### config.mk
export PLATFORM = sky130hd
export DESIGN_NAME = i2c_slave_regs
export DESIGN_NICKNAME = d
export VERILOG_FILES = /design/src/rtl/i2c_slave_pkg.sv /design/src/rtl/i2c_slave_filter.sv /design/src/rtl/i2c_slave_regs.sv
export SDC_FILE = /design/constraint.sdc
export NUM_CORES = 1
export LEC_CHECK = 0
export ABC_AREA = 1
export CORE_UTILIZATION = 35
export CTS_CLUSTER_DIAMETER = 80
export DETAILED_ROUTE_END_ITERATION = 16
export SLEW_MARGIN = 20
export SYNTH_ARGS = -nofsm -noshare
export SYNTH_HDL_FRONTEND = slang
export SYNTH_SLANG_ARGS = --single-unit
### constraint.sdc
create_clock -name clk -period 3.4 [get_ports clk]
set_input_delay 0.68 -clock clk [delete_from_list [all_inputs] [get_ports clk]]
set_output_delay 0.68 -clock clk [all_outputs]
set_load 0.01 [all_outputs]
### src/rtl/i2c_slave_pkg.sv
// Shared definitions for the I2C register-bank target.
//   state_e    : protocol state machine encoding
//   BIT_ACK    : SDA level meaning acknowledge
//   BIT_NACK   : SDA level meaning not-acknowledge
//   REG_ADDR_W : register address width for a given bank size
package i2c_slave_pkg;

  typedef enum logic [3:0] {
    S_IDLE,
    S_ADDR,
    S_ADDR_ACK,
    S_PTR,
    S_PTR_ACK,
    S_WDATA,
    S_WDATA_ACK,
    S_RDATA,
    S_RDATA_ACK,
    S_WAIT
  } state_e;

  localparam logic BIT_ACK  = 1'b0;
  localparam logic BIT_NACK = 1'b1;

  function automatic int REG_ADDR_W(input int num_regs);
    return (num_regs > 1) ? $clog2(num_regs) : 1;
  endfunction

endpackage

### src/rtl/i2c_slave_filter.sv
// Two-flop synchroniser followed by a glitch filter for one bus line.
// The filtered level only moves after FILTER_LEN identical consecutive
// synchronised samples that differ from it; rise/fall pulse for one cycle
// in the cycle the new level first appears.
//   clk, rst : system clock, synchronous active-high reset
//   pin_i    : raw pin sense
//   level_o  : filtered level (resets to the idle-bus level 1)
//   rise_o   : one-cycle pulse, filtered level went 0->1
//   fall_o   : one-cycle pulse, filtered level went 1->0
module i2c_slave_filter #(
  parameter int FILTER_LEN = 4
) (
  input  logic clk,
  input  logic rst,
  input  logic pin_i,
  output logic level_o,
  output logic rise_o,
  output logic fall_o
);

  localparam int CW = (FILTER_LEN > 1) ? $clog2(FILTER_LEN) : 1;

  logic          sync1_q, sync2_q;
  logic          level_q, level_d;
  logic          rise_q, rise_d;
  logic          fall_q, fall_d;
  logic [CW-1:0] cnt_q, cnt_d;

  // cnt_q counts how many samples in a row have disagreed with level_q;
  // any agreeing sample restarts the count.
  always_comb begin
    cnt_d   = '0;
    level_d = level_q;
    rise_d  = 1'b0;
    fall_d  = 1'b0;
    if (sync2_q != level_q) begin
      if (cnt_q == CW'(FILTER_LEN - 1)) begin
        level_d = sync2_q;
        rise_d  = sync2_q;
        fall_d  = ~sync2_q;
      end else begin
        cnt_d = cnt_q + 1'b1;
      end
    end
  end

  always_ff @(posedge clk) begin
    if (rst) begin
      sync1_q <= 1'b1;
      sync2_q <= 1'b1;
      level_q <= 1'b1;
      rise_q  <= 1'b0;
      fall_q  <= 1'b0;
      cnt_q   <= '0;
    end else begin
      sync1_q <= pin_i;
      sync2_q <= sync1_q;
      level_q <= level_d;
      rise_q  <= rise_d;
      fall_q  <= fall_d;
      cnt_q   <= cnt_d;
    end
  end

  assign level_o = level_q;
  assign rise_o  = rise_q;
  assign fall_o  = fall_q;

endmodule

### src/rtl/i2c_slave_regs.sv
// I2C target with a NUM_REGS x 8-bit register bank and auto-increment pointer.
// Write transfer: address(W), pointer byte, data bytes...
// Read transfer : address(R), data bytes from the current pointer.
//   clk, rst          : system clock, synchronous active-high reset
//   dev_address       : 7-bit address this target answers to
//   enable            : 0 = never acknowledge an address
//   scl_i/o/t         : SCL pin sense / drive (tied 1) / tristate (tied 1)
//   sda_i/o/t         : SDA pin sense / drive value / tristate (1 = released)
//   loc_addr          : local port register address
//   loc_wr_en/data    : local write strobe and data
//   loc_rd_data       : regs[loc_addr], one cycle latency
//   wr_valid/addr/data: one-cycle report of each I2C register write
//   busy              : set on address match, cleared by START or STOP
module i2c_slave_regs
  import i2c_slave_pkg::*;
#(
  parameter int NUM_REGS   = 16,
  parameter int FILTER_LEN = 4
) (
  input  logic                            clk,
  input  logic                            rst,
  input  logic [6:0]                      dev_address,
  input  logic                            enable,
  input  logic                            scl_i,
  output logic                            scl_o,
  output logic                            scl_t,
  input  logic                            sda_i,
  output logic                            sda_o,
  output logic                            sda_t,
  input  logic [REG_ADDR_W(NUM_REGS)-1:0] loc_addr,
  input  logic                            loc_wr_en,
  input  logic [7:0]                      loc_wr_data,
  output logic [7:0]                      loc_rd_data,
  output logic                            wr_valid,
  output logic [REG_ADDR_W(NUM_REGS)-1:0] wr_addr,
  output logic [7:0]                      wr_data,
  output logic                            busy
);

  localparam int AW = REG_ADDR_W(NUM_REGS);

  logic scl_lvl, scl_rise, scl_fall;
  logic sda_lvl, sda_rise, sda_fall;
  logic start_cond, stop_cond;

  state_e        state_q, state_d;
  logic [3:0]    bitcnt_q, bitcnt_d;
  logic [7:0]    shift_q, shift_d;
  logic [AW-1:0] ptr_q, ptr_d;
  logic          rw_q, rw_d;
  logic          drive_q, drive_d;
  logic          busy_q, busy_d;
  logic          wr_valid_q, wr_valid_d;
  logic [AW-1:0] wr_addr_q, wr_addr_d;
  logic [7:0]    wr_data_q, wr_data_d;
  logic [7:0]    loc_rd_q;
  logic [7:0]    regs_q [NUM_REGS];
  logic [7:0]    byte_in;
  logic [7:0]    rd_byte;

  i2c_slave_filter #(.FILTER_LEN(FILTER_LEN)) u_scl_filt (
    .clk(clk), .rst(rst), .pin_i(scl_i),
    .level_o(scl_lvl), .rise_o(scl_rise), .fall_o(scl_fall)
  );

  i2c_slave_filter #(.FILTER_LEN(FILTER_LEN)) u_sda_filt (
    .clk(clk), .rst(rst), .pin_i(sda_i),
    .level_o(sda_lvl), .rise_o(sda_rise), .fall_o(sda_fall)
  );

  assign start_cond = sda_fall & scl_lvl;
  assign stop_cond  = sda_rise & scl_lvl;
  assign byte_in    = {shift_q[6:0], sda_lvl};
  assign rd_byte    = regs_q[ptr_q];

  always_comb begin
    state_d    = state_q;
    bitcnt_d   = bitcnt_q;
    shift_d    = shift_q;
    ptr_d      = ptr_q;
    rw_d       = rw_q;
    drive_d    = drive_q;
    busy_d     = busy_q;
    wr_valid_d = 1'b0;
    wr_addr_d  = wr_addr_q;
    wr_data_d  = wr_data_q;

    if (start_cond) begin
      state_d  = S_ADDR;
      bitcnt_d = '0;
      drive_d  = 1'b0;
      busy_d   = 1'b0;
    end else if (stop_cond) begin
      state_d  = S_IDLE;
      bitcnt_d = '0;
      drive_d  = 1'b0;
      busy_d   = 1'b0;
    end else begin
      case (state_q)
        S_ADDR, S_PTR, S_WDATA: begin
          if (scl_rise) begin
            shift_d  = byte_in;
            bitcnt_d = bitcnt_q + 4'd1;
            if (bitcnt_q == 4'd7) begin
              bitcnt_d = '0;
              case (state_q)
                S_ADDR: begin
                  if (enable && (byte_in[7:1] == dev_address)) begin
                    state_d = S_ADDR_ACK;
                    busy_d  = 1'b1;
                    rw_d    = byte_in[0];
                  end else begin
                    state_d = S_WAIT;
                  end
                end
                S_PTR: begin
                  ptr_d   = byte_in[AW-1:0];
                  state_d = S_PTR_ACK;
                end
                default: begin
                  wr_valid_d = 1'b1;
                  wr_addr_d  = ptr_q;
                  wr_data_d  = byte_in;
                  ptr_d      = ptr_q + 1'b1;
                  state_d    = S_WDATA_ACK;
                end
              endcase
            end
          end
        end

        // drive_q doubles as the ACK phase flag: it is always 0 on entry,
        // so the first falling edge starts the ACK and the second ends it.
        S_ADDR_ACK, S_PTR_ACK, S_WDATA_ACK: begin
          if (scl_fall) begin
            if (!drive_q) begin
              drive_d = 1'b1;
            end else begin
              drive_d = 1'b0;
              case (state_q)
                S_ADDR_ACK: begin
                  if (rw_q) begin
                    // First read bit goes out on the same edge that ends the ACK.
                    shift_d  = rd_byte;
                    ptr_d    = ptr_q + 1'b1;
                    drive_d  = ~rd_byte[7];
                    bitcnt_d = 4'd1;
                    state_d  = S_RDATA;
                  end else begin
                    state_d = S_PTR;
                  end
                end
                default: state_d = S_WDATA;
              endcase
            end
          end
        end

        // bitcnt_q = bits already placed on the bus; shift_q[7] is the bit
        // currently driven.
        S_RDATA: begin
          if (scl_fall) begin
            if (bitcnt_q == 4'd0) begin
              drive_d  = ~shift_q[7];
              bitcnt_d = 4'd1;
            end else if (bitcnt_q == 4'd8) begin
              drive_d  = 1'b0;
              bitcnt_d = '0;
              state_d  = S_RDATA_ACK;
            end else begin
              shift_d  = {shift_q[6:0], 1'b0};
              drive_d  = ~shift_q[6];
              bitcnt_d = bitcnt_q + 4'd1;
            end
          end
        end

        S_RDATA_ACK: begin
          if (scl_rise) begin
            if (sda_lvl == BIT_NACK) begin
              state_d = S_WAIT;
            end else begin
              shift_d  = rd_byte;
              ptr_d    = ptr_q + 1'b1;
              bitcnt_d = '0;
              state_d  = S_RDATA;
            end
          end
        end

        default: ;
      endcase
    end
  end

  always_ff @(posedge clk) begin
    if (rst) begin
      state_q    <= S_IDLE;
      bitcnt_q   <= '0;
      shift_q    <= '0;
      ptr_q      <= '0;
      rw_q       <= 1'b0;
      drive_q    <= 1'b0;
      busy_q     <= 1'b0;
      wr_valid_q <= 1'b0;
      wr_addr_q  <= '0;
      wr_data_q  <= '0;
    end else begin
      state_q    <= state_d;
      bitcnt_q   <= bitcnt_d;
      shift_q    <= shift_d;
      ptr_q      <= ptr_d;
      rw_q       <= rw_d;
      drive_q    <= drive_d;
      busy_q     <= busy_d;
      wr_valid_q <= wr_valid_d;
      wr_addr_q  <= wr_addr_d;
      wr_data_q  <= wr_data_d;
    end
  end

  // Local write is applied last so it wins an address collision.
  always_ff @(posedge clk) begin
    if (rst) begin
      for (int i = 0; i < NUM_REGS; i++) regs_q[i] <= '0;
      loc_rd_q <= '0;
    end else begin
      if (wr_valid_d) regs_q[wr_addr_d] <= wr_data_d;
      if (loc_wr_en)  regs_q[loc_addr]  <= loc_wr_data;
      loc_rd_q <= regs_q[loc_addr];
    end
  end

  assign scl_o       = 1'b1;
  assign scl_t       = 1'b1;
  assign sda_o       = drive_q ? BIT_ACK : 1'b1;
  assign sda_t       = ~drive_q;
  assign loc_rd_data = loc_rd_q;
  assign wr_valid    = wr_valid_q;
  assign wr_addr     = wr_addr_q;
  assign wr_data     = wr_data_q;
  assign busy        = busy_q;

endmodule

* Word level (Yosys, flattened, before mapping)
Memory sizes are Yosys's and may differ from the RTL's. A register that Yosys moved wholly into a read port is not among the register bits.
Index checks and enable logic that the tools add are counted.
** Cells by class
- Equal/unequal tests :: 36
- Muxes and demuxes :: 92
- $add $sub $neg :: 4
- Bitwise logic cells :: 14
- Reduce and logical (&&, ||, !) cells :: 26
** Operators with widths (number)
- two-way mux 4 bit :: 40
- two-way mux 8 bit :: 18
- one-hot mux 4 bit (4 select lines) :: 2
- one-hot mux 8 bit (4 select lines) :: 1
- AND reduction 9 bit :: 3
- two-way mux 1 bit :: 26
- OR reduction 3 bit :: 7
- equality test 4 x 3 -> 1 bit (second input constant) :: 5
- != test 2 bit (second input constant) :: 9
- != test 4 x 3 -> 1 bit (second input constant) :: 4
- != test 4 bit (second input constant) :: 4
- one-hot mux 4 bit (2 select lines) :: 2
- OR reduction 8 bit :: 2
- AND reduction 13 bit :: 1
- NOT 1 bit :: 12
- one-hot mux 4 bit (3 select lines) :: 1
- AND reduction 12 bit :: 1
- adder 4 x 1 -> 4 bit (second input constant) :: 2
- equality test 4 x 2 -> 1 bit (second input constant) :: 2
- equality test 4 bit (second input constant) :: 2
- != test 2 x 1 -> 1 bit (second input constant) :: 4
- equality test 7 bit :: 1
- AND reduction 7 bit :: 1
- nonzero test 6 bit :: 1
- 16 further kinds :: 21
** Storage, ports and cells
- Logic and storage cells :: 196
- Memories kept :: 1
- Output and inout port bits :: 26
- RAM bits :: 128
- Flip-flop bits (word level) :: 50
- Input port bits :: 25
** Memories
- regs_q :: depth 16, bits a word 8, read ports 2, clocked after memory_dff 2, wr ports 16, RTL line i2c_slave_regs.sv:57 : logic [7:0] regs_q [NUM_REGS];

* Depth between registers and ports, before layout
- Depth in word-level cells :: 13
- Gate-level depth with buffers :: 13

* Cells and area by module
A second synthesis with hierarchy kept.
** Second synthesis, totals
- Cells, all modules :: 1572
- Area, all modules :: 11323.4 um^2
** Modules (own cells, without submodules)
- i2c_slave_regs :: area each 10825.4 um^2, cells each 1518, instances 1
- i2c_slave_filter :: area each 249.0 um^2, cells each 27, instances 2

* Worst setup path after synthesis
OpenSTA, ideal clock, no wires.
- Kind :: register -> register
- Start point :: register bitcnt_q[0]
- End point :: memory regs_q[7][0] (enable)
- Setup slack :: 0.901 ns
- Data required time :: 3.016 ns
- Cell stages (with the launch flop) :: 10
- Setup time :: 0.384 ns
- Arrival time :: 2.115 ns
- Cells stage by stage :: dfxtp_1 > ha_1 > nand3_4 > nor2_8 > nand2_2 > nor2_4 > nand2_2 > nand2_8 > nand4_4 > o21ai_0
** RTL lines
- start: declaration :: RTL line i2c_slave_regs.sv:47 : logic [3:0] bitcnt_q, bitcnt_d;
- start signal: assignment :: RTL line i2c_slave_regs.sv:210 : bitcnt_q <= bitcnt_d;
- end: declaration :: RTL line i2c_slave_regs.sv:57

==> results_dict.tcl <==
set metrics [dict create \
    power_density_nw_per_um2 562 \
    yosysTopAreaCell "edfxtp_1" \
    cp_max_fo 11 \
    rsz0062_at_grt "false" \
    p_seq_frac 0.375 \
    port_buffers 48 \
    clock-sinks 190 \
    ys_seq_area_frac 0.421 \
    syn_to_final_growth_pct 12.8 \
    grt_pass1_vias 10400 \
    start_kind "flop" \
    drive_above_1_share 0.107 \
    slew_violations 0 \
    die_area_sq_um 35300 \
    worst_path_max_delay_cell "o21bai_1" \
    hold_viol_final 0 \
    clkLatencyLatePin_ps 450 \
    rows 67 \
    p_leak_nw 6.00 \
    netlist_instances 1681 \
    overflow 0 \
    vias 11300 \
    synth.avg_cell_area_sq_um 7.19 \
    fmax_ghz 0.347 \
    switching_share 0.405 \
    track_usage 0.237 \
    cts_hold_buffers 0 \
    coreArea_sq_um 33800 \
    cellInternalPower_w 0.00456 \
    switching_power_w 0.00311 \
    gp_congestion 0.957 \
    synth_top_family_by_area "simple AND/OR/NAND/NOR gates" \
    relSlewSlack 0.252 \
    root_buffer "clkbuf_16" \
    ir_drop_mv 0.651 \
    grt_pass1_wl_microns 63100 \
    status "finished clean" \
    multiInputGateArea_sq_um 5990 \
    cts_made_buffers 17 \
    initial_utilization 0.358 \
    clk_path_buf_depth 2 \
    post_cts_buffers 0 \
    path_cells "ha_1, nand3_4, nor2_8, nand2_2, nor2_4, nand2_2, nand2_8, nand4_4, buf_4, o21bai_1" \
    fin_crit_ps 2880 \
    drc 0 \
    post-route-period-util 0.848 \
    first_pass_iters 6 \
    ios 51 \
    yosysUniqueCellTypes 43 \
    routed_wl_microns 41500 \
    cts_tree "built" \
    via_per_inst 5.23 \
    htree_levels 4 \
    synth_top_area_frac 0.318 \
    hold_depth 1 \
    cp.arrival_ps 2970 \
    synth-xor-area-share 0.00507 \
    drt.antenna.violating_nets 0 \
    setup_tns_ps 0 \
    crit_top_cell "nand2_2" \
    whs_ps 403 \
    cp.required_ps 3490 \
    cpPeakStageDelay_ps 580 \
    seqCellArea_sq_um 5090 \
    synthAdderAreaFrac 0.00518 \
    initialDrtViolationCount 1456 \
    tightest_slew_ps 1120 \
    nets 1738 \
    cp-end-kind "flop" \
    muxShareOfSynthArea 0 \
    combPwrFrac 0.356 \
    cts.clk_slew.worst_paths_ps 80 \
    chipHeight_microns 188 \
    cap_viol_max_count 0 \
    antennaDiodeCount 0 \
    yosys.area_share.simple 0.383 \
    netlist_area_sq_um 12100 \
    die_x_microns 188 \
    crit_type "flop to flop" \
    antenna_found_initial 0 \
    grt_max_degree 42 \
    dp_hpwl_microns 29900 \
    synth_area_leaders "edfxtp_1 32%, nand2_1 20%, dfxtp_1 10%, nor2_1 6.4%, nand3_1 4.5%" \
    clkPwrFrac 0.270 \
    fillCellCount 3482 \
    post_cts_resized 0 \
    ys_warn_count 0 \
    synth_compound_area_frac 0.102 \
    worstHoldPathType "flop to flop" \
    finClkSkew_ps 17.1 \
    reg2regPathDepth 10 \
    ys_ff_latch 190 \
    wl_per_cell_microns 19.1 \
    post-route-util 0.403 \
    setup_violations 0 \
]
## worst max-delay path: cells and delay by family (launching register included)
family          cells  cell delay (ps)
flops               1              400
buf+inv             1              210
compound gates      1              580
simple gates        7             1070
fa+ha+maj           1              250
## synth_stat cells
library cell / n
nand3_1: 108
inv_1: 130
clkinv_1: 3
xnor2_1: 6
nand2_2: 19
nand4_4: 1
nor2_2: 21
dfxtp_1: 62
o22ai_1: 1
nor2_4: 13
buf_2: 12
or2_2: 6
inv_2: 14
nand4_1: 7
nand3_2: 1
nor2_8: 7
nand3_4: 5
o31a_1: 2
o21ai_0: 36
nor2_1: 206
nand2_1: 650
nor3_1: 2
clkinv_4: 1
or2_1: 2
o221ai_1: 7
ha_1: 5
buf_1: 15
xor2_1: 1
a21boi_0: 2
buf_6: 11
o21ai_2: 8
o21ai_1: 24
clkinv_2: 1
a21oi_1: 13
clkbuf_1: 46
nand2_4: 3
edfxtp_1: 128
o21bai_1: 3
o211ai_1: 58
nand2_8: 4
buf_4: 4
a22oi_1: 32
conb_1: 1
## state kept, by name, summed over array words and instances, names as in the netlist, 2 cells and up, named ones only
signal,count
regs_q,128
loc_rd_data,8
shift_q,8
wr_data,8
bitcnt_q,4
ptr_q,4
state_q,4
wr_addr,4
u_scl_filt.cnt_q,2
u_sda_filt.cnt_q,2
## final cells by class
| class | instances | share of cell area |
|---|---|---|
| multi-input combinational | 1255 | 0.440 |
| clock buffer | 18 | 0.0322 |
| clock inverter | 14 | 0.0108 |
| timing repair buffer | 95 | 0.0612 |
| tap | 448 | 0.0411 |
| sequential | 190 | 0.373 |
| inverter | 149 | 0.0415 |
## metrics by stage
| step | std cells | instance area, sq um | total power (W) | setup WS (ps) |
|---|---|---|---|---|
| 2_1_floorplan | 1682 | 12100 | 0.00474 | 901 |
| 3_3_place_gp | 2137 | 13000 | 0.00558 | 389 |
| 3_5_place_dp | 2137 | 13000 | 0.00559 | 338 |
| 4_1_cts | 2169 | 13600 | 0.00764 | 324 |
| 5_1_grt | 2169 | 13600 | 0.00808 | 268 |
| 6_report | 2169 | 13600 | 0.00766 | 515 |
## routing by layer
| metal | global-route usage | wire (microns) | part of all wire |
|---|---|---|---|
| met5 | 0 | 0 | 0 |
| met4 | 0.0888 | 1290 | 0.031 |
| met3 | 0.0369 | 3450 | 0.083 |
| met2 | 0.387 | 19400 | 0.47 |
| met1 | 0.315 | 17300 | 0.42 |
## layout by cell type, fill, tap and decap left out, drive strengths merged
cell / instances
a21boi: 2
a21oi: 13
a22oi: 32
buf: 47
bufinv: 1
clkbuf: 18
clkdlybuf4s50: 48
clkinv: 9
clkinvlp: 1
conb: 2
dfxtp: 62
edfxtp: 128
ha: 5
inv: 152
nand2: 676
nand3: 114
nand4: 8
nor2: 247
nor3: 2
o211ai: 58
o21ai: 68
o21bai: 3
o221ai: 7
o22ai: 1
o31a: 2
or2: 8
xnor2: 6
xor2: 1
## final timing paths
check	end	slack [ps]	start
worst min-delay path	u_sda_filt.sync2_q	400	u_sda_filt.sync1_q
worst max-delay path	regs_q[6][4]	520	bitcnt_q[0]
worst min register to register	u_sda_filt.sync2_q	400	u_sda_filt.sync1_q
worst max register to register	regs_q[6][4]	520	bitcnt_q[0]
## power by group through the flow
stage | combinational, W | sequential, W | clock [W]
floorplan | 0.00190 | 0.00284 | 0
global placement | 0.00266 | 0.00292 | 0
detailed placement | 0.00267 | 0.00292 | 0
CTS | 0.00268 | 0.00286 | 0.00209
global route | 0.00302 | 0.00289 | 0.00217
finish | 0.00273 | 0.00287 | 0.00206
## kinds of logic after synthesis
logic type	count (synthesis)
AOI/OAI and AO/OA	186
xor gates and xnor gates	7
adders and majority gates	5
buffers and inverters	237
DFF	190
other	1
and+or+nand+nor	1055
Note: power is estimated with default switching activity, not from simulation.
